==> src/rtl/morse_pkg.sv <==
// Shared types and constants for the Morse trainer round sequencer.
// Holds the FSM state set, result codes and the letter-length clamp.
package morse_pkg;

  localparam int MAX_SYMS = 5;
  localparam int TICKS_5S = 50;
  localparam int LEN_W    = 3;

  typedef enum logic [2:0] {
    IDLE,
    FETCH,
    LOAD,
    WAIT_SYM,
    RESULT,
    DONE
  } state_t;

  typedef enum logic [1:0] {
    PASS,
    FAIL,
    TIMEOUT
  } res_t;

  // A zero-length letter still needs one symbol; long ones are cut to the pattern width.
  function automatic logic [LEN_W-1:0] clamp_len(
    input logic [LEN_W-1:0] len,
    input int               max_syms
  );
    if (len == '0)
      return LEN_W'(1);
    if (int'(len) > max_syms)
      return LEN_W'(max_syms);
    return len;
  endfunction

endpackage

==> src/rtl/morse_tick_timer.sv <==
// Clear/enable tick counter that saturates one short of its limit.
// o_expire flags the enabled tick that would reach the limit.
module morse_tick_timer #(
  parameter int LIMIT = 50,
  parameter int CNT_W = 6
) (
  input  logic             clk,
  input  logic             rst,
  input  logic             i_clr,
  input  logic             i_en,
  output logic [CNT_W-1:0] o_count,
  output logic             o_expire
);

  localparam logic [CNT_W-1:0] LAST = CNT_W'(LIMIT - 1);

  logic [CNT_W-1:0] r_count;

  // Count enabled ticks, holding at LAST so the value never wraps.
  always_ff @(posedge clk) begin
    if (rst || i_clr)
      r_count <= '0;
    else if (i_en && (r_count != LAST))
      r_count <= r_count + CNT_W'(1);
  end

  assign o_count  = r_count;
  assign o_expire = i_en && (r_count == LAST);

endmodule

==> src/rtl/morse_round_ctrl.sv <==
// Round sequencer for the Morse trainer: fetch letter, collect symbols,
// enforce the per-letter timeout, report the outcome and keep the score.
module morse_round_ctrl #(
  parameter int TIMEOUT_TICKS = morse_pkg::TICKS_5S,
  parameter int NUM_ROUNDS    = 8,
  parameter int ADDR_W        = 5,
  parameter int MAX_SYMS      = morse_pkg::MAX_SYMS
) (
  input  logic                clk,
  input  logic                rst,
  input  logic                start,
  input  logic                tick_100ms,
  input  logic                sym_valid,
  input  logic                sym_is_dash,
  output logic [ADDR_W-1:0]   rom_addr,
  input  logic [MAX_SYMS-1:0] rom_pattern,
  input  logic [2:0]          rom_len,
  output logic                busy,
  output logic [5:0]          timer_count,
  output logic                round_pass,
  output logic                round_fail,
  output logic                round_timeout,
  output logic [4:0]          score,
  output logic                game_done
);

  import morse_pkg::*;

  localparam logic [ADDR_W-1:0] LAST_ROUND = ADDR_W'(NUM_ROUNDS - 1);
  localparam logic [4:0]        SCORE_MAX  = 5'd31;

  state_t               r_state;
  res_t                 r_res;
  logic [ADDR_W-1:0]    r_round_idx;
  logic [ADDR_W-1:0]    r_rom_addr;
  logic [4:0]           r_score;
  logic [MAX_SYMS-1:0]  r_pattern;
  logic [LEN_W-1:0]     r_len;
  logic [LEN_W-1:0]     r_sym_idx;
  logic                 r_pass;
  logic                 r_fail;
  logic                 r_timeout;
  logic                 r_busy;
  logic                 r_done;

  logic                 w_clr;
  logic                 w_tick_en;
  logic                 w_expire;
  logic                 w_end;
  logic                 w_adv;
  res_t                 w_res;

  assign w_clr     = (r_state == LOAD);
  assign w_tick_en = tick_100ms && (r_state == WAIT_SYM);

  morse_tick_timer #(
    .LIMIT (TIMEOUT_TICKS),
    .CNT_W (6)
  ) u_timer (
    .clk      (clk),
    .rst      (rst),
    .i_clr    (w_clr),
    .i_en     (w_tick_en),
    .o_count  (timer_count),
    .o_expire (w_expire)
  );

  // Judge the current cycle: the symbol decides first, expiry only if it did not.
  always_comb begin
    w_end = 1'b0;
    w_adv = 1'b0;
    w_res = PASS;
    if (r_state == WAIT_SYM) begin
      if (sym_valid && (sym_is_dash != r_pattern[r_sym_idx])) begin
        w_end = 1'b1;
        w_res = FAIL;
      end else if (sym_valid && ((r_sym_idx + LEN_W'(1)) == r_len)) begin
        w_end = 1'b1;
        w_res = PASS;
      end else if (w_expire) begin
        w_end = 1'b1;
        w_res = TIMEOUT;
      end else if (sym_valid) begin
        w_adv = 1'b1;
      end
    end
  end

  // Game sequencer with registered outputs; result pulses live only in RESULT.
  always_ff @(posedge clk) begin
    if (rst) begin
      r_state     <= IDLE;
      r_res       <= PASS;
      r_round_idx <= '0;
      r_rom_addr  <= '0;
      r_score     <= '0;
      r_pattern   <= '0;
      r_len       <= '0;
      r_sym_idx   <= '0;
      r_pass      <= 1'b0;
      r_fail      <= 1'b0;
      r_timeout   <= 1'b0;
      r_busy      <= 1'b0;
      r_done      <= 1'b0;
    end else begin
      r_pass    <= 1'b0;
      r_fail    <= 1'b0;
      r_timeout <= 1'b0;
      unique case (r_state)
        IDLE, DONE: begin
          if (start) begin
            r_state     <= FETCH;
            r_round_idx <= '0;
            r_rom_addr  <= '0;
            r_score     <= '0;
            r_busy      <= 1'b1;
            r_done      <= 1'b0;
          end
        end
        FETCH: begin
          r_state <= LOAD;
        end
        LOAD: begin
          r_pattern <= rom_pattern;
          r_len     <= clamp_len(rom_len, MAX_SYMS);
          r_sym_idx <= '0;
          r_state   <= WAIT_SYM;
        end
        WAIT_SYM: begin
          if (w_end) begin
            r_state   <= RESULT;
            r_res     <= w_res;
            r_pass    <= (w_res == PASS);
            r_fail    <= (w_res == FAIL);
            r_timeout <= (w_res == TIMEOUT);
          end else if (w_adv) begin
            r_sym_idx <= r_sym_idx + LEN_W'(1);
          end
        end
        RESULT: begin
          if ((r_res == PASS) && (r_score != SCORE_MAX))
            r_score <= r_score + 5'd1;
          r_round_idx <= r_round_idx + ADDR_W'(1);
          if (r_round_idx == LAST_ROUND) begin
            r_state <= DONE;
            r_busy  <= 1'b0;
            r_done  <= 1'b1;
          end else begin
            r_state    <= FETCH;
            r_rom_addr <= r_round_idx + ADDR_W'(1);
          end
        end
        default: begin
          r_state <= IDLE;
          r_busy  <= 1'b0;
          r_done  <= 1'b0;
        end
      endcase
    end
  end

  assign rom_addr      = r_rom_addr;
  assign busy          = r_busy;
  assign round_pass    = r_pass;
  assign round_fail    = r_fail;
  assign round_timeout = r_timeout;
  assign score         = r_score;
  assign game_done     = r_done;

endmodule

==> config.mk <==
export PLATFORM = sky130hd
export DESIGN_NAME = morse_round_ctrl
export DESIGN_NICKNAME = d
export VERILOG_FILES = /design/src/rtl/morse_pkg.sv /design/src/rtl/morse_tick_timer.sv /design/src/rtl/morse_round_ctrl.sv
export SDC_FILE = /design/constraint.sdc
export NUM_CORES = 1
export LEC_CHECK = 0
export ABC_AREA = 1
export BUFFER_PORTS_ARGS = -buffer_cell sky130_fd_sc_hd__buf_2
export CAP_MARGIN = 0
export CELL_PAD_IN_SITES_DETAIL_PLACEMENT = 1
export CELL_PAD_IN_SITES_GLOBAL_PLACEMENT = 1
export CORE_ASPECT_RATIO = 0.9
export CORE_UTILIZATION = 40
export DETAILED_ROUTE_END_ITERATION = 8
export PLACE_DENSITY_LB_ADDON = 0.1
export SYNTH_ARGS = -nofsm -noshare
export SYNTH_HDL_FRONTEND = slang
export SYNTH_SLANG_ARGS = --single-unit
==> constraint.sdc <==
create_clock -name clk -period 1.73 [get_ports clk]
set_input_delay 0.346 -clock clk [delete_from_list [all_inputs] [get_ports clk]]
set_output_delay 0.346 -clock clk [all_outputs]
set_load 0.01 [all_outputs]
==> impl_metrics.prom <==
# TYPE chip_impl_metric gauge
chip_impl_metric{name="drt_pass1_iterations",unit=""} 4
chip_impl_metric{name="synth_xor_area_share",unit="%"} 0.426
chip_impl_info{name="top_library_cells_by_usage_in_the_layout_fill_and_taps_aside",value="nand2_1, dfxtp_1, inv_1"} 1
chip_impl_metric{name="portion_of_the_clock_cycle_consumed_by_the_worst_path_in_the_final_layout",unit="%"} 93.2
chip_impl_metric{name="remaining_drc_errors",unit=""} 0
chip_impl_metric{name="chipHeight",unit="um"} 70.0
chip_impl_metric{name="crit_path_max_fo",unit=""} 6
chip_impl_info{name="min_delay_worst_endpoint",value="r_pattern[4]"} 1
chip_impl_metric{name="route.vias.total",unit=""} 1930
chip_impl_metric{name="ff_to_ff_path_depth",unit=""} 9
chip_impl_metric{name="timing.final.hold_violations",unit=""} 0
chip_impl_metric{name="port_buf_inserts",unit=""} 34
chip_impl_info{name="mostFrequentLayoutCell",value="nand2_1"} 1
chip_impl_metric{name="die_w",unit="um"} 77.5
chip_impl_metric{name="crit_path_max_incr_delay",unit="ns"} 0.32
chip_impl_metric{name="setup_total_negative_slack",unit="ns"} 0
chip_impl_metric{name="worst_endpoint_required_time",unit="ns"} 1.92
chip_impl_info{name="clock-root-buffer",value="clkbuf_8"} 1
chip_impl_metric{name="finalNetCount",unit=""} 346
chip_impl_metric{name="grt_pass1_wl",unit="um"} 8520
chip_impl_metric{name="yosys_warns",unit=""} 0
chip_impl_metric{name="area_growth_syn_to_layout",unit="%"} 19.9
chip_impl_info{name="tritoncts",value="yes"} 1
chip_impl_metric{name="clock_skew",unit="ns"} 0.0103
chip_impl_metric{name="wl_per_cell",unit="um"} 12.9
chip_impl_metric{name="gpl.final_weighted_congestion",unit=""} 0.755
chip_impl_metric{name="grt-ovfl-total",unit=""} 0
chip_impl_metric{name="static-leakage-power",unit="uW"} 0.00111
chip_impl_metric{name="yosys.area_share.simple",unit="%"} 30.4
chip_impl_metric{name="drt-total-wl",unit="um"} 5060
chip_impl_metric{name="fmax",unit="MHz"} 620
chip_impl_metric{name="cts_made_buffers",unit=""} 5
chip_impl_metric{name="cts_sink_count",unit=""} 42
chip_impl_metric{name="total_power_consumption",unit="uW"} 3010
chip_impl_metric{name="post_synth_mux_area_share",unit="%"} 0
chip_impl_metric{name="io_pins",unit=""} 35
chip_impl_metric{name="post_synth_num_cell_types",unit=""} 31
chip_impl_metric{name="core.rowCount",unit=""} 24
chip_impl_metric{name="drt-initial-drc-count",unit=""} 90
chip_impl_info{name="synth_area_leader_cell",value="dfxtp_1"} 1
chip_impl_metric{name="slew_viol_final",unit=""} 0
chip_impl_metric{name="post-dp-hpwl",unit="um"} 4000
chip_impl_metric{name="floorplan.initialDensity",unit="%"} 42.0
chip_impl_metric{name="die_area",unit="um^2"} 5430
chip_impl_metric{name="relSlewSlack",unit="%"} 74.9
chip_impl_metric{name="synth_compound_gate_area_share",unit="%"} 15.8
chip_impl_metric{name="worst_case_register_to_register_setup_slack",unit="ns"} 0.12
chip_impl_metric{name="clkSlewWorstSetupHoldPaths",unit="ns"} 0.08
chip_impl_metric{name="initial_antenna_violation_count",unit=""} 0
chip_impl_info{name="setup.worst_path.class",value="flop to flop"} 1
chip_impl_metric{name="maxCapViolations",unit=""} 0
chip_impl_info{name="dominant_combinational_cell_family_by_area_after_synthesis",value="simple AND/OR/NAND/NOR gates"} 1
chip_impl_metric{name="portion_of_synthesized_cell_area_occupied_by_the_leading_cell_type",unit="%"} 40.9
chip_impl_metric{name="postCtsSetupBuffers",unit=""} 0
chip_impl_metric{name="pin_count_of_the_biggest_net_entering_global_routing",unit=""} 15
chip_impl_metric{name="first_global_vias",unit=""} 1937
chip_impl_metric{name="synth_fa_ha_area_share",unit="%"} 3.65
chip_impl_metric{name="synth_nets",unit=""} 302
chip_impl_metric{name="cp_data_arrival_time",unit="ns"} 1.81
chip_impl_info{name="timing.critical_path.cells",value="ha_1, inv_1, nand2_1, nand3_1, nor2_1, a21oi_4, nand4_4, a21oi_1, nor2_1"} 1
chip_impl_metric{name="antenna-diode-count",unit=""} 0
chip_impl_info{name="worst_setup_path_end_kind",value="flop"} 1
chip_impl_metric{name="detail-route-antenna-nets",unit=""} 0
chip_impl_info{name="min_from",value="rom_pattern[4]"} 1
chip_impl_metric{name="post_route_cells_drive_above_1_share",unit="%"} 24.8
chip_impl_metric{name="cts.path.max_buffers",unit=""} 2
chip_impl_info{name="critical_register_to_register_path_endpoint",value="r_sym_idx[2]"} 1
chip_impl_metric{name="final-setup-viol-count",unit=""} 0
chip_impl_metric{name="finalWorstPathRequiredPeriod",unit="ns"} 1.61
chip_impl_metric{name="groute.usage.overall",unit="%"} 19.9
chip_impl_metric{name="via_per_inst",unit=""} 4.92
chip_impl_info{name="status",value="complete, no violations"} 1
chip_impl_metric{name="hold_path_depth",unit=""} 3
chip_impl_metric{name="cts.htree.levels",unit=""} 2
chip_impl_info{name="synthTopCellsByArea",value="dfxtp_1, nand2_1, a21oi_1"} 1
chip_impl_info{name="most_frequent_cell_on_critical_path",value="nor2_1"} 1
chip_impl_metric{name="worstMarginPinSlew",unit="ns"} 0.376
chip_impl_info{name="start_kind",value="flop"} 1
chip_impl_metric{name="synthesized_instance_count",unit=""} 282
chip_impl_info{name="timing.critical_path.slowest_stage_cell",value="dfxtp_1"} 1
chip_impl_metric{name="yosys_register_bits",unit=""} 42
chip_impl_metric{name="postLayoutCoreUtil",unit="%"} 50.3
chip_impl_metric{name="syn-cell-area",unit="um^2"} 2050
chip_impl_metric{name="syn-mean-instance-area",unit="um^2"} 7.29
chip_impl_info{name="worstReg2RegStart",value="r_sym_idx[0]"} 1
chip_impl_info{name="grt_setup_unrepaired",value="false"} 1
chip_impl_info{name="hold_path_class",value="input port to flop"} 1
chip_impl_metric{name="power.density_cell_area",unit="nW/um^2"} 1220
chip_impl_metric{name="irDropWorstVdd",unit="V"} 0.000544
chip_impl_metric{name="synth-seq-area-share",unit="%"} 40.9
chip_impl_metric{name="core_area",unit="um^2"} 4890
chip_impl_metric{name="clock_network_latency_to_the_later_pin_of_the_worst_skew_pair",unit="ns"} 0.30
-- how the worst max path moves through the flow --
stage                       startpoint            to
after detailed placement      score[1]      score[2]
after CTS                     score[1]      score[2]
final                     r_sym_idx[0]  r_sym_idx[2]
after global routing      r_sym_idx[0]  r_sym_idx[1]
after global placement        score[1]      score[2]
after floorplan               score[0]      score[2]
-- cell usage after synthesis --
cell type,count
a21oi_2,1
inv_1,36
nor2_1,28
nor4_4,1
nor3b_1,1
nor3_2,2
o21ai_2,1
nand4_1,4
nor3_1,9
nand4_4,1
inv_2,4
inv_4,2
clkbuf_1,5
nand3_1,17
nand2_2,5
dfxtp_1,42
xnor2_1,1
a21oi_4,1
or2_1,1
a211oi_1,1
nor2_8,1
nand2_1,51
nand3_2,2
o21a_1,2
a21oi_1,34
nor2_2,3
o21ai_1,2
a31oi_1,2
or2_2,1
ha_1,6
o21ai_0,15
-- critical path: cells and delay by family, from the launching register on --
kind,cells,cell delay [ns]
AO/OA/AOI/OAI,2,0.38
adder cells (fa/ha/maj),1,0.31
buffers and inverters,1,0.08
flip-flops,1,0.32
AND/OR/NAND/NOR,5,0.41
-- stage by stage --
step / hold WS, ns / cells / cell area (um^2) / worst slack, ns
2_1_floorplan: 0.430 / 282 / 2050 / 0.157
3_3_place_gp: 0.448 / 384 / 2350 / 0.115
3_5_place_dp: 0.452 / 384 / 2350 / 0.0296
4_1_cts: 0.294 / 392 / 2440 / 0.0156
5_1_grt: 0.320 / 392 / 2460 / 0.00145
6_report: 0.299 / 392 / 2460 / 0.117
-- what timing repair did --
item	CTS	global route
hold buffers	0	0
gates resized for setup	0	7
endpoints found under the setup margin	0	11
-- power by group --
group	total (uW)	internal, uW	switching [uW]	leakage, uW
combinational	1130	407	727	0.000724
sequential	1230	1120	110	0.000342
clock	648	284	364	0.0000441
total	3010	1810	1200	0.00111
-- flip-flops by register name, indices dropped and copies added, names as in the netlist, 2 cells and up --
signal and flops:
r_res 2, r_pattern 5, r_round_idx 5, r_len 3, u_timer.o_count 6, r_sym_idx 3, rom_addr 5, score 5
r_state 3
-- kinds of logic (layout without fill, tap and decap cells) --
kind of cell,count (synthesis),in the layout
buffers and inverters,47,92
AO/OA/AOI/OAI,59,59
adder cells (fa/ha/maj),6,6
XOR/XNOR,1,1
AND/OR/NAND/NOR,127,127
flip-flops,42,42
-- per-layer routing --
metal / wire [um] / track usage (%) / up-vias
li1: - / - / 999
met1: 2470 / 25.0 / 900
met2: 2400 / 34.6 / 25
met3: 131 / 3.40 / 6
met4: 54 / 5.66 / 0
met5: 0 / 0 / -
-- final cells by class --
| type | instances | area (um^2) |
|---|---|---|
| Clock buffer | 5 | 68.8 |
| Clock inverter | 3 | 21.3 |
| Fill cell | 669 | 2430 |
| Inverter | 42 | 163 |
| Multi-Input combinational cell | 193 | 1060 |
| Sequential cell | 42 | 843 |
| Tap cell | 65 | 81.3 |
| Timing Repair Buffer | 42 | 230 |
No activity file was read; power rests on OpenSTA's default activity.
